$ cat src/rtl/reg_write_arbiter.sv
// Four-requester write arbiter for a register bank: round-robin grant with a one-cycle turnaround.
// Define REGARB_FIXED_PRIO_EN to give requester 0 fixed priority, with round-robin among 1..3.
module reg_write_arbiter #(
    parameter int WIDTH    = 32,
    parameter int NUM_REGS = 8,
    parameter int ADDR_W   = 4
) (
    input  logic                  clk,
    input  logic                  reset,
    input  logic [3:0]            req,
    input  logic [4*ADDR_W-1:0]   req_addr,
    input  logic [4*WIDTH-1:0]    req_data,
    output logic [3:0]            gnt,
    output logic [NUM_REGS-1:0]   load_n,
    output logic [WIDTH-1:0]      wr_data,
    output logic                  addr_err
);

    localparam logic [ADDR_W:0] NREGS_C = (ADDR_W+1)'(NUM_REGS);
`ifdef REGARB_FIXED_PRIO_EN
    localparam logic [1:0] RR_RST = 2'd1;
`else
    localparam logic [1:0] RR_RST = 2'd0;
`endif

    logic [3:0]          gnt_q, gnt_d;
    logic [NUM_REGS-1:0] load_n_q, load_n_d;
    logic [WIDTH-1:0]    wr_data_q, wr_data_d;
    logic                addr_err_q, addr_err_d;
    logic [1:0]          rr_ptr_q, rr_ptr_d;

    logic [ADDR_W-1:0]   addr_a [4];
    logic [WIDTH-1:0]    data_a [4];
    logic [3:0]          elig;
    logic                win_vld;
    logic [1:0]          win;
    logic [1:0]          k;
    logic [ADDR_W-1:0]   win_addr;
    logic                err;

    always_comb begin
        for (int j = 0; j < 4; j++) begin
            addr_a[j] = req_addr[j*ADDR_W +: ADDR_W];
            data_a[j] = req_data[j*WIDTH +: WIDTH];
        end
    end

    // Last cycle's winner sits out one edge so it has time to drop req.
    always_comb begin
        elig    = req & ~gnt_q;
        win_vld = 1'b0;
        win     = 2'd0;
        k       = 2'd0;
`ifdef REGARB_FIXED_PRIO_EN
        if (elig[0]) begin
            win_vld = 1'b1;
        end else begin
            for (int i = 0; i < 3; i++) begin
                k = 2'(((int'(rr_ptr_q) - 1 + i) % 3) + 1);
                if (!win_vld && elig[k]) begin
                    win_vld = 1'b1;
                    win     = k;
                end
            end
        end
`else
        for (int i = 0; i < 4; i++) begin
            k = rr_ptr_q + 2'(i);
            if (!win_vld && elig[k]) begin
                win_vld = 1'b1;
                win     = k;
            end
        end
`endif
    end

    always_comb begin
        win_addr   = addr_a[win];
        err        = ({1'b0, win_addr} >= NREGS_C);
        gnt_d      = win_vld ? (4'd1 << win) : 4'd0;
        addr_err_d = win_vld && err;
        wr_data_d  = win_vld ? data_a[win] : wr_data_q;
        load_n_d   = '1;
        for (int j = 0; j < NUM_REGS; j++) begin
            if (win_vld && !err && ({1'b0, win_addr} == (ADDR_W+1)'(j)))
                load_n_d[j] = 1'b0;
        end
        rr_ptr_d = rr_ptr_q;
`ifdef REGARB_FIXED_PRIO_EN
        if (win_vld && win != 2'd0)
            rr_ptr_d = (win == 2'd3) ? 2'd1 : win + 2'd1;
`else
        if (win_vld)
            rr_ptr_d = win + 2'd1;
`endif
    end

    always_ff @(posedge clk or negedge reset) begin
        if (!reset) begin
            gnt_q      <= '0;
            load_n_q   <= '1;
            wr_data_q  <= '0;
            addr_err_q <= 1'b0;
            rr_ptr_q   <= RR_RST;
        end else begin
            gnt_q      <= gnt_d;
            load_n_q   <= load_n_d;
            wr_data_q  <= wr_data_d;
            addr_err_q <= addr_err_d;
            rr_ptr_q   <= rr_ptr_d;
        end
    end

    assign gnt      = gnt_q;
    assign load_n   = load_n_q;
    assign wr_data  = wr_data_q;
    assign addr_err = addr_err_q;

endmodule

$ cat config.mk
export PLATFORM = sky130hd
export DESIGN_NAME = reg_write_arbiter
export DESIGN_NICKNAME = d
export VERILOG_FILES = /design/src/rtl/reg_write_arbiter.sv
export SDC_FILE = /design/constraint.sdc
export NUM_CORES = 1
export LEC_CHECK = 0
export CORE_MARGIN = 2
export CORE_UTILIZATION = 60
export CTS_BUF_LIST = sky130_fd_sc_hd__clkbuf_4 sky130_fd_sc_hd__clkbuf_8
export DETAILED_ROUTE_END_ITERATION = 10
export DONT_BUFFER_PORTS = 1
export HOLD_SLACK_MARGIN = 0.1
export PLACE_DENSITY = 0.91
export SLEW_MARGIN = 25
export SYNTH_ARGS = -nofsm -noshare
export SYNTH_HDL_FRONTEND = slang
export SYNTH_SLANG_ARGS = --single-unit
export TNS_END_PERCENT = 30
$ cat constraint.sdc
create_clock -name clk -period 2.26 [get_ports clk]
set_clock_uncertainty 0.2 [all_clocks]
set_input_delay 0.226 -clock clk [delete_from_list [all_inputs] [get_ports clk]]
set_output_delay 0.226 -clock clk [all_outputs]
set_load 0.005 [all_outputs]
==> results of run 1 <==
==> cell families after synthesis <==
family	Yosys count	synth area share
DFF	47	0.3801
buffers and inverters	30	0.06255
and+or+nand+nor	106	0.2013
AOI/OAI and AO/OA	91	0.2265
adders and majority gates	4	0.01604
muxes	34	0.1135
==> per-stage QoR <==
step / cells / utilization
3_5_place_dp: 375 / 0.6322
3_3_place_gp: 375 / 0.6322
2_1_floorplan: 312 / -
==> cells in the mapped netlist (5+ instances only) <==
cell      count
dfrtp_1      39
dfstp_2       8
clkbuf_1     18
and2_1        5
mux2i_1      32
a211oi_1     64
nand3_1      10
o21ai_0       6
nor2_1       37
nor2b_1       5
nor3b_1      34
==> metrics, run 1 <==
Netlist cell types 42; flops & latches, synth 47; Yosys top cell area share 0.3128; total CTS buffers 5; Starting Density 0.6149; Clock Path Buffers 2; main area contributors after synthesis dfrtp_1 (31%), a211oi_1 (15%), mux2i_1 (10%), nor3b_1 (8.2%), dfstp_2 (6.7%); Die Height 76.12 um; io pins 195; Post-CTS Resized 8; worst slack, placed -0.03813 ns; Hold-fix buffers, CTS 101; PortBufs 0; Cell Area, Placed 3208 sq um; root buffer cell clkbuf_8; status aborted with a tool error; CTS H-tree lvls 2; synthesized cell area 3120 sq um; Post-synth EDFFs 0; # rows 26; Ys Warns 0; ys flop type dfrtp_1; First Error [ERROR RSZ-0060] Max buffer count reached.; Post-CTS Setup Bufs 0; Syn Inst Count 312; leading area contributor after synthesis dfrtp_1; Halt Stage clock tree synthesis (4_1_cts); fraction of registers with async set/reset 1.000; Clock Sinks 47; Placer Congestion 1.006; dpl hpwl 6.631 mm; register area share after synthesis 0.3801; syn nets 466; Die X 76.12 um; Mean Syn Cell Area 10.00 sq um
==> inputs of run 2 (changes only) <==
--- a/config.mk
+++ b/config.mk
@@ -6,12 +6,10 @@
 export NUM_CORES = 1
 export LEC_CHECK = 0
 export CORE_MARGIN = 2
-export CORE_UTILIZATION = 60
-export CTS_BUF_LIST = sky130_fd_sc_hd__clkbuf_4 sky130_fd_sc_hd__clkbuf_8
+export CORE_UTILIZATION = 40
 export DETAILED_ROUTE_END_ITERATION = 10
 export DONT_BUFFER_PORTS = 1
-export HOLD_SLACK_MARGIN = 0.1
-export PLACE_DENSITY = 0.91
+export PLACE_DENSITY_LB_ADDON = 0.15
 export SLEW_MARGIN = 25
 export SYNTH_ARGS = -nofsm -noshare
 export SYNTH_HDL_FRONTEND = slang
==> constraint.sdc (replaced) <==
create_clock -name clk -period 2.9 [get_ports clk]
set_clock_uncertainty 0.2 [all_clocks]
set_input_delay 0.29 -clock clk [delete_from_list [all_inputs] [get_ports clk]]
set_output_delay 0.29 -clock clk [all_outputs]
set_load 0.005 [all_outputs]
==> run 2 against run 1 <==
The run now ends clean; synthesized area is the same; synthesized cell count is the same.
==> metrics, run 2 <==
Starting Density 0.4080; Finished Cell Area 3311 sq um; Critical Path Fanout Max 18; Post-synth EDFFs 0; pwr dens 1219 nW/um^2; PortBufs 0; Yosys top cell area share 0.3128; Logic pwr share 0.546; Area growth, synth to finish 6.095%; Global Route Usage Sum 0.2089; Mean Syn Cell Area 10.00 sq um; io pins 195; Initial DRC Count 92; Critical Path AT 2.57 ns; commonest non-fill, non-tap cell in the layout a211oi_1; R2R Path Start rr_ptr_q[1]; r2r endpoint wr_data[5]; synth cell count leaders a211oi_1 (64), dfrtp_1 (39), nor2_1 (37); Worst Hold Depth 2; Max Clk Rate 388.9 MHz; # rows 32; Clock Path Buffers 2; Nets 458; worst slew pin tran 0.7539 ns; Worst Hold End wr_data[23]; clock power share 0.128; largest net degree at the start of global routing 48; Worst VDD drop 0.3920 mV; wirelength, routed 9.118 mm; Netlist cell types 42; ratio of cells with drive above 1 in the final layout 0.1311; core area 7647 sq um; First-pass DRT Iterations 4; status finished, final reports clean; fraction of registers with async set/reset 1.000; Ys Warns 0; Tmin final 2.571 ns; Worst Setup Path Type register to register; Final setup viols 0; CTS tree done; CTS H-tree lvls 2; switching pwr 1.828 mW; Reg2Reg Setup Slack 0.33 ns; endpoint type of the worst setup path register; via count 2,527; total CTS buffers 5; number of antenna diodes 0; leading area contributor after synthesis dfrtp_1; Die Area 8524 sq um; worst hold path class input port to register; Final Cycle Share 0.8867; syn nets 466; initial antenna violation count 0; Cell Area, Placed 3156 sq um; TNS Setup 0 ns; Die Height 92.33 um; max FFs per register 32; root buffer cell clkbuf_8; register area share after synthesis 0.3801; LEAKAGE 1.226 nW; vias in the first global route 2,689; vias per inst 6.209; WP data required 2.90 ns; Die X 92.33 um; Hold Startpoint req_data[119]; Clock Sinks 47; commonest non-fill, non-tap cells in the layout a211oi_1 (64), dfrtp_1 (39), nor2_1 (37), nor3b_1 (34), mux2i_1 (32); Syn Inst Count 312; Post-CTS Resized 0; most numerous cell in the Yosys netlist a211oi_1; MaxCap Viol Count 0; flops & latches, synth 47; first-pass GRT wire length 14.10 mm; Clk Latency, worst-skew pair 0.30 ns; Flop pwr share 0.326; max_slew headroom 0.4973; Final ANT Viol Nets 0; cells on worst reg2reg path 6; dpl hpwl 6.649 mm; Fillers 753; synthesized cell area 3120 sq um; total grt overflow 0; WL/cell 22.40 um; Startpoint Class register; Sw Share 0.4529; Placer Congestion 0.8127; clk slew on worst S/H paths 0.10 ns; RSZ-0062 raised after global routing false; Pint 2.209 mW; Post-CTS Setup Bufs 0; main area contributors after synthesis dfrtp_1 (31%), a211oi_1 (15%), mux2i_1 (10%), nor3b_1 (8.2%), dfstp_2 (6.7%); Max Slew Vio Count 0; Residual DRC 0; ys flop type dfrtp_1; final hold violation count 0
## run 2: cell counts after synthesis
Identical to the previous run, type by type.
## run 2: stage by stage
| stage | setup slack, ns | instances | total power, mW | hold WS [ns] | utilization |
|---|---|---|---|---|---|
| floorplan | 0.5422 | 312 | 3.150 | -0.2056 | - |
| global placement | 0.4992 | 397 | 3.482 | -0.2035 | 0.4126 |
| detailed placement | 0.3786 | 397 | 3.537 | -0.2031 | 0.4126 |
| CTS | 0.3306 | 407 | 4.080 | 0.002823 | 0.4329 |
| global route | 0.1664 | 407 | 4.369 | 0.006775 | 0.4329 |
| finish | 0.3285 | 407 | 4.037 | 0.007690 | 0.4329 |
## run 2: worst max path at each step
| stage | startpoint | end | cells after the start |
|---|---|---|---|
| final | rr_ptr_q[1] | wr_data[5] | 6 |
| after global routing | rr_ptr_q[1] | wr_data[7] | 6 |
| after CTS | rr_ptr_q[1] | wr_data[5] | 6 |
| after detailed placement | rr_ptr_q[1] | wr_data[5] | 6 |
| after global placement | gnt[3] | wr_data[31] | 6 |
| after floorplan | rr_ptr_q[0] | rr_ptr_q[1] | 6 |
## run 2: final cells by class
type | instances | area, sq um | area share
clock inverter | 2 | 35.03 | 0.01058
sequential | 47 | 1186 | 0.3583
tap | 102 | 127.6 | 0.03855
multi-input combinational | 235 | 1743 | 0.5265
clock buffer | 6 | 82.58 | 0.02494
inverter | 3 | 11.26 | 0.003401
timing repair buffer | 12 | 125.1 | 0.03779
## run 2: logic make-up (layout without fill, tap and decap cells)
logic type | Yosys count | after routing | synth area share
AND/OR/NAND/NOR | 106 | 106 | 0.2013
AO/OA/AOI/OAI | 91 | 91 | 0.2265
flip-flops | 47 | 47 | 0.3801
multiplexers | 34 | 34 | 0.1135
buffers and inverters | 30 | 23 | 0.06255
adder cells (fa/ha/maj) | 4 | 4 | 0.01604
## run 2: power groups by stage
stage               registers [mW]  clock network (mW)  logic [mW]
floorplan                     1.24                   0        1.91
finish                        1.31               0.517        2.21
CTS                           1.32               0.532        2.23
global route                  1.36               0.556        2.45
detailed placement            1.33                   0        2.20
global placement              1.33                   0        2.15
## run 2: critical path, cell delays in order, from the launching register on
cell and delay [ns]:
dfrtp_1 0.47, nor3b_1 0.36, nor3_1 0.15, o21ai_2 0.62, buf_4 0.37, a211oi_1 0.08
a211oi_1 0.22
## run 2: what timing repair did
action / CTS / global route
endpoints found under the setup margin: 0 / 0
endpoints found under the hold margin: 47 / 0
hold buffers: 2 / 0
## run 2: routing by layer
| metal | up-vias | GRT usage | part of all wire |
|---|---|---|---|
| met5 | - | 0 | 0 |
| met4 | 0 | 0.05970 | 0.017 |
| met3 | 11 | 0.06021 | 0.10 |
| met2 | 157 | 0.3601 | 0.49 |
| met1 | 1183 | 0.2537 | 0.39 |
| li1 | 1176 | - | - |
No activity file was read; power rests on OpenSTA's default activity.
==> inputs of run 3 (changes only) <==
--- a/config.mk
+++ b/config.mk
@@ -9,6 +9,7 @@
 export CORE_UTILIZATION = 40
 export DETAILED_ROUTE_END_ITERATION = 10
 export DONT_BUFFER_PORTS = 1
+export HOLD_SLACK_MARGIN = 0.03
 export PLACE_DENSITY_LB_ADDON = 0.15
 export SLEW_MARGIN = 25
 export SYNTH_ARGS = -nofsm -noshare
==> run 3 against run 2 <==
Hold slack better by 0.024 ns; flip-flop and latch count stayed put; sequential share of layout area is 4.5 points lower; clock power is 1% lower; via count is 7.8% higher; maximum frequency is 6.6% lower; final area is 14% higher; global-route usage is 1.2 points higher; register-to-register slack worse by 0.18 ns; setup slack worse by 0.18 ns.
==> metrics, run 3 (synthesis results as in run 2) <==
status finished, final reports clean; Global Route Usage Sum 0.2205; root buffer cell clkbuf_8; switching pwr 1.898 mW; Clk Latency, worst-skew pair 0.30 ns; worst slack, placed 0.3786 ns; Area growth, synth to finish 21.17%; dpl hpwl 6.649 mm; endpoint type of the worst setup path register; Die Area 8524 sq um; First-pass DRT Iterations 4; Placer Congestion 0.8127; clk slew on worst S/H paths 0.10 ns; Final Cycle Share 0.9493; commonest non-fill, non-tap cell in the layout a211oi_1; MaxCap Viol Count 0; CTS H-tree lvls 2; Worst VDD drop 0.4100 mV; R2R Path Start gnt[3]; Starting Density 0.4080; vias in the first global route 2,935; largest net degree at the start of global routing 48; WL/cell 21.53 um; Pint 2.382 mW; Final ANT Viol Nets 0; Worst path slowest cell dlygate4sd3_1; # placed instances 397; total CTS buffers 5; total grt overflow 0; Clock Path Buffers 2; via count 2,723; PortBufs 0; final core utilization 0.4944; pwr dens 1132 nW/um^2; GRT busiest layer met2; Initial DRC Count 105; critical path capture point wr_data[12]; r2r endpoint wr_data[12]; Critical Path AT 2.76 ns; worst hold margin 0.03183 ns; Post-CTS Resized 0; worst hold path class input port to register; crit path cell chain nand2b_1, a211o_4, o21bai_4, buf_12, mux2i_1, dlygate4sd3_1, a211oi_1; CTS tree done; Residual DRC 0; cells on worst reg2reg path 7; worst slew pin tran 0.7653 ns; vias per inst 5.998; io pins 195; Levels on crit path 7; wirelength, routed 9.773 mm; Sw Share 0.4435; Startpoint Class register; LEAKAGE 1.430 nW; Final setup viols 0; commonest non-fill, non-tap cells in the layout a211oi_1 (64), dlygate4sd3_1 (43), dfrtp_1 (39), nor2_1 (37), nor3b_1 (34); Reg2Reg Setup Slack 0.15 ns; max FFs per register 32; Worst Setup Path Type register to register; Die X 92.33 um; Nets 505; number of antenna diodes 0; final hold violation count 0; Tmin final 2.753 ns; TNS Setup 0 ns; Flop pwr share 0.309; Buf/Inv on CP 2; Max Slew Vio Count 0; Critical Path Fanout Max 17; clock power share 0.120; GR Layer Usage met1 0.2630; met3 Track Usage GR 0.06103; Clock Sinks 47; post-route insts no fill 454; grt met2 use 0.3881; core area 7647 sq um; initial antenna violation count 0; critical path's top delay family compound AO/OA/AOI/OAI gates; worst setup slack after layout 0.1470 ns; WP data required 2.91 ns; ratio of cells with drive above 1 in the final layout 0.1278; CP Launch Point gnt[3]; Max Clk Rate 363.2 MHz; first-pass GRT wire length 14.92 mm; Die Height 92.33 um; crit-path max cell delay 0.56 ns; Logic pwr share 0.571; max_slew headroom 0.4897; # rows 32
[run 3: cell count changes in the layout (fill, tap and decap cells not counted), sizes merged]
| cell | previous run | this run |
|---|---|---|
| dlygate4sd3 | 1 | 43 |
| buf | 11 | 16 |
[run 3: cell type report]
class                      instances  area, sq um
inverter                           3        11.26
clock inverter                     2        35.03
tap                              102        127.6
fill                             714         3866
sequential                        47         1186
timing repair buffer              59        595.6
multi-input combinational        235         1743
clock buffer                       6        82.58
[run 3: timing repair]
| action | CTS | global route |
|---|---|---|
| endpoints found under the hold margin | 70 | 1 |
| endpoints found under the setup margin | 0 | 7 |
| setup buffers | 0 | 5 |
| hold buffers | 43 | 1 |
[run 3: power groups by stage]
stage	Clock, mW	Sequential (mW)	Combinational [mW]
global route	0.553	1.36	2.68
floorplan	0	1.24	1.91
global placement	0	1.33	2.15
detailed placement	0	1.33	2.20
finish	0.512	1.32	2.45
CTS	0.532	1.32	2.32
[run 3: worst reg2reg max path, delay by kind of cell, from the launching register on]
| kind | cells | cell delay, ns |
|---|---|---|
| simple gates | 1 | 0.26 |
| flops | 1 | 0.41 |
| compound gates | 3 | 0.94 |
| mux | 1 | 0.12 |
| buf+inv | 2 | 0.72 |
[run 3: through the flow]
| stage | total power [mW] | instance area (sq um) |
|---|---|---|
| CTS | 4.174 | 3721 |
| global placement | 3.482 | 3156 |
| global route | 4.599 | 3781 |
| floorplan | 3.150 | 3120 |
| finish | 4.280 | 3781 |
| detailed placement | 3.537 | 3156 |
[run 3: how the worst min path moves through the flow]
| stage | startpoint | to | slack, ns | cells past startpoint |
|---|---|---|---|---|
| after global routing | req_data[65] | wr_data[1] | 0.03 | 2 |
| after detailed placement | reset | gnt[3] | -0.20 | 0 |
| final | req_data[65] | wr_data[1] | 0.03 | 2 |
| after CTS | req_data[26] | wr_data[26] | 0.03 | 2 |
| after global placement | reset | gnt[3] | -0.20 | 0 |
| after floorplan | reset | addr_err | -0.21 | 0 |
[run 3: layer usage]
layer / share of wire / wire length [um] / up-vias
met5: 0 / 0 / -
met4: 0.016 / 154 / 0
met1: 0.41 / 3998 / 1297
met2: 0.49 / 4813 / 149
met3: 0.082 / 806 / 11
li1: - / - / 1266
==> inputs of run 4 (changes only) <==
--- a/config.mk
+++ b/config.mk
@@ -5,7 +5,7 @@
 export SDC_FILE = /design/constraint.sdc
 export NUM_CORES = 1
 export LEC_CHECK = 0
-export CORE_MARGIN = 2
+export CORE_MARGIN = 3
 export CORE_UTILIZATION = 40
 export DETAILED_ROUTE_END_ITERATION = 10
 export DONT_BUFFER_PORTS = 1
==> run 4 against run 3 <==
Global-route usage fell by 0.32 points; hold slack got worse by 0.0012 ns; cell count shrank 3.1%; maximum frequency fell by 0.16%; largest power group unchanged; largest cell class unchanged; clock power fell by 19%; wire length increased by 3.4%; highest routed layer unchanged.
==> metrics, run 4 (synthesis results as in run 2) <==
status finished, final reports clean; Final setup viols 0; pwr dens 1106 nW/um^2; max FFs per register 32; crit path cell chain nand2b_1, a211o_4, o21bai_4, mux2i_1, dlygate4sd3_1, a211oi_1; MaxCap Viol Count 0; core area 7408 sq um; max_slew headroom 0.5874; final hold violation count 0; Worst Hold End wr_data[4]; CTS H-tree lvls 2; Max Clk Rate 362.7 MHz; Clock Path Buffers 2; commonest non-fill, non-tap cells in the layout a211oi_1 (64), dfrtp_1 (39), dlygate4sd3_1 (38), nor2_1 (37), nor3b_1 (34); wirelength, routed 10.11 mm; Worst VDD drop 0.3381 mV; commonest non-fill, non-tap cell in the layout a211oi_1; Clock Sinks 47; Worst Setup Path Type register to register; R2R Path Start gnt[3]; Worst path slowest cell dlygate4sd3_1; Tmin final 2.757 ns; # rows 31; worst hold margin 0.03059 ns; WL/cell 22.98 um; Worst Hold Depth 2; critical path's top delay family compound AO/OA/AOI/OAI gates; dpl hpwl 6.813 mm; Residual DRC 0; Initial DRC Count 94; largest net degree at the start of global routing 48; root buffer cell clkbuf_8; clk slew on worst S/H paths 0.10 ns; Global Route Usage Sum 0.2173; Critical Path AT 2.77 ns; First-pass DRT Iterations 4; Buf/Inv on CP 1; cells on worst reg2reg path 6; vias per inst 6.302; Critical Path Fanout Max 17; Hold Startpoint req_data[100]; Cell Area, Placed 3149 sq um; PortBufs 0; Die Height 94.33 um; Die Area 8897 sq um; crit-path max cell delay 0.58 ns; worst setup slack after layout 0.1426 ns; WP data required 2.91 ns; total grt overflow 0; Placer Congestion 0.8236; LEAKAGE 1.363 nW; RSZ-0062 raised after global routing false; Reg2Reg Setup Slack 0.14 ns; Finished Cell Area 3647 sq um; Post-CTS Resized 0; Final Cycle Share 0.9508; Clk Latency, worst-skew pair 0.30 ns; endpoint type of the worst setup path register; TNS Setup 0 ns; first-pass GRT wire length 14.87 mm; via count 2,773; vias in the first global route 2,734; Starting Density 0.4212; Area growth, synth to finish 16.88%; Final ANT Viol Nets 0; Startpoint Class register; Nets 494; CTS tree done; io pins 195; initial antenna violation count 0; Die X 94.33 um; r2r endpoint wr_data[29]; Max Slew Vio Count 0; total CTS buffers 5; worst slew pin tran 0.6179 ns; Post-CTS Setup Bufs 0; worst slack, placed 0.3896 ns; ratio of cells with drive above 1 in the final layout 0.1118; worst hold path class input port to register
==> run 4: cell count changes in the layout (fill, tap and decap cells not counted), sizes merged <==
cell | before | now
diode | 0 | 1
dlygate4sd3 | 43 | 38
buf | 16 | 10
bufinv | 1 | 0
==> run 4: cell type report <==
type                            count  area [sq um]
Clock inverter                      1         5.005
Multi-Input combinational cell    235          1748
Timing Repair Buffer               48         488.0
Tap cell                           99         123.9
Fill cell                         688          3761
Clock buffer                        6         82.58
Inverter                            3         11.26
Sequential cell                    47          1186
Antenna cell                        1         2.502
==> run 4: how the worst max path moves through the flow <==
| stage | from | endpoint | slack, ns | cells past startpoint |
|---|---|---|---|---|
| 6_report | gnt[3] | wr_data[29] | 0.14 | 6 |
| 5_1_grt | gnt[3] | wr_data[25] | 0.06 | 6 |
| 4_1_cts | gnt[3] | wr_data[28] | 0.16 | 6 |
| 3_5_place_dp | rr_ptr_q[0] | wr_data[10] | 0.39 | 7 |
| 3_3_place_gp | rr_ptr_q[0] | addr_err | 0.49 | 6 |
| 2_1_floorplan | rr_ptr_q[0] | rr_ptr_q[1] | 0.54 | 6 |
==> run 4: per-stage QoR <==
stage | total power, mW | util | instances
6_report | 4.033 | 0.4923 | 440
2_1_floorplan | 3.150 | - | 312
3_5_place_dp | 3.543 | 0.4251 | 393
5_1_grt | 4.329 | 0.4920 | 439
4_1_cts | 4.049 | 0.4893 | 437
3_3_place_gp | 3.505 | 0.4251 | 393
==> run 4: routing by layer <==
metal  part of all wire  wire length [um]  GRT usage  vias up
met4              0.013               133    0.05174        0
li1                   -                 -          -     1247
met1               0.36              3647     0.2439     1335
met3               0.11              1062    0.06811       15
met5                  0                 0          0        -
met2               0.52              5265     0.3989      176
==> run 4: what timing repair did <==
action,CTS,global route
hold endpoints to repair,67,2
hold buffers,37,2
endpoints found under the setup margin,0,0
==> run 4: where the power goes <==
group | switching, mW | leakage (nW) | internal, mW | total (mW)
registers | 0.281 | 0.536 | 1.04 | 1.32
logic | 1.35 | 0.780 | 0.948 | 2.30
clock network | 0.226 | 0.0471 | 0.188 | 0.413
total | 1.86 | 1.36 | 2.17 | 4.03
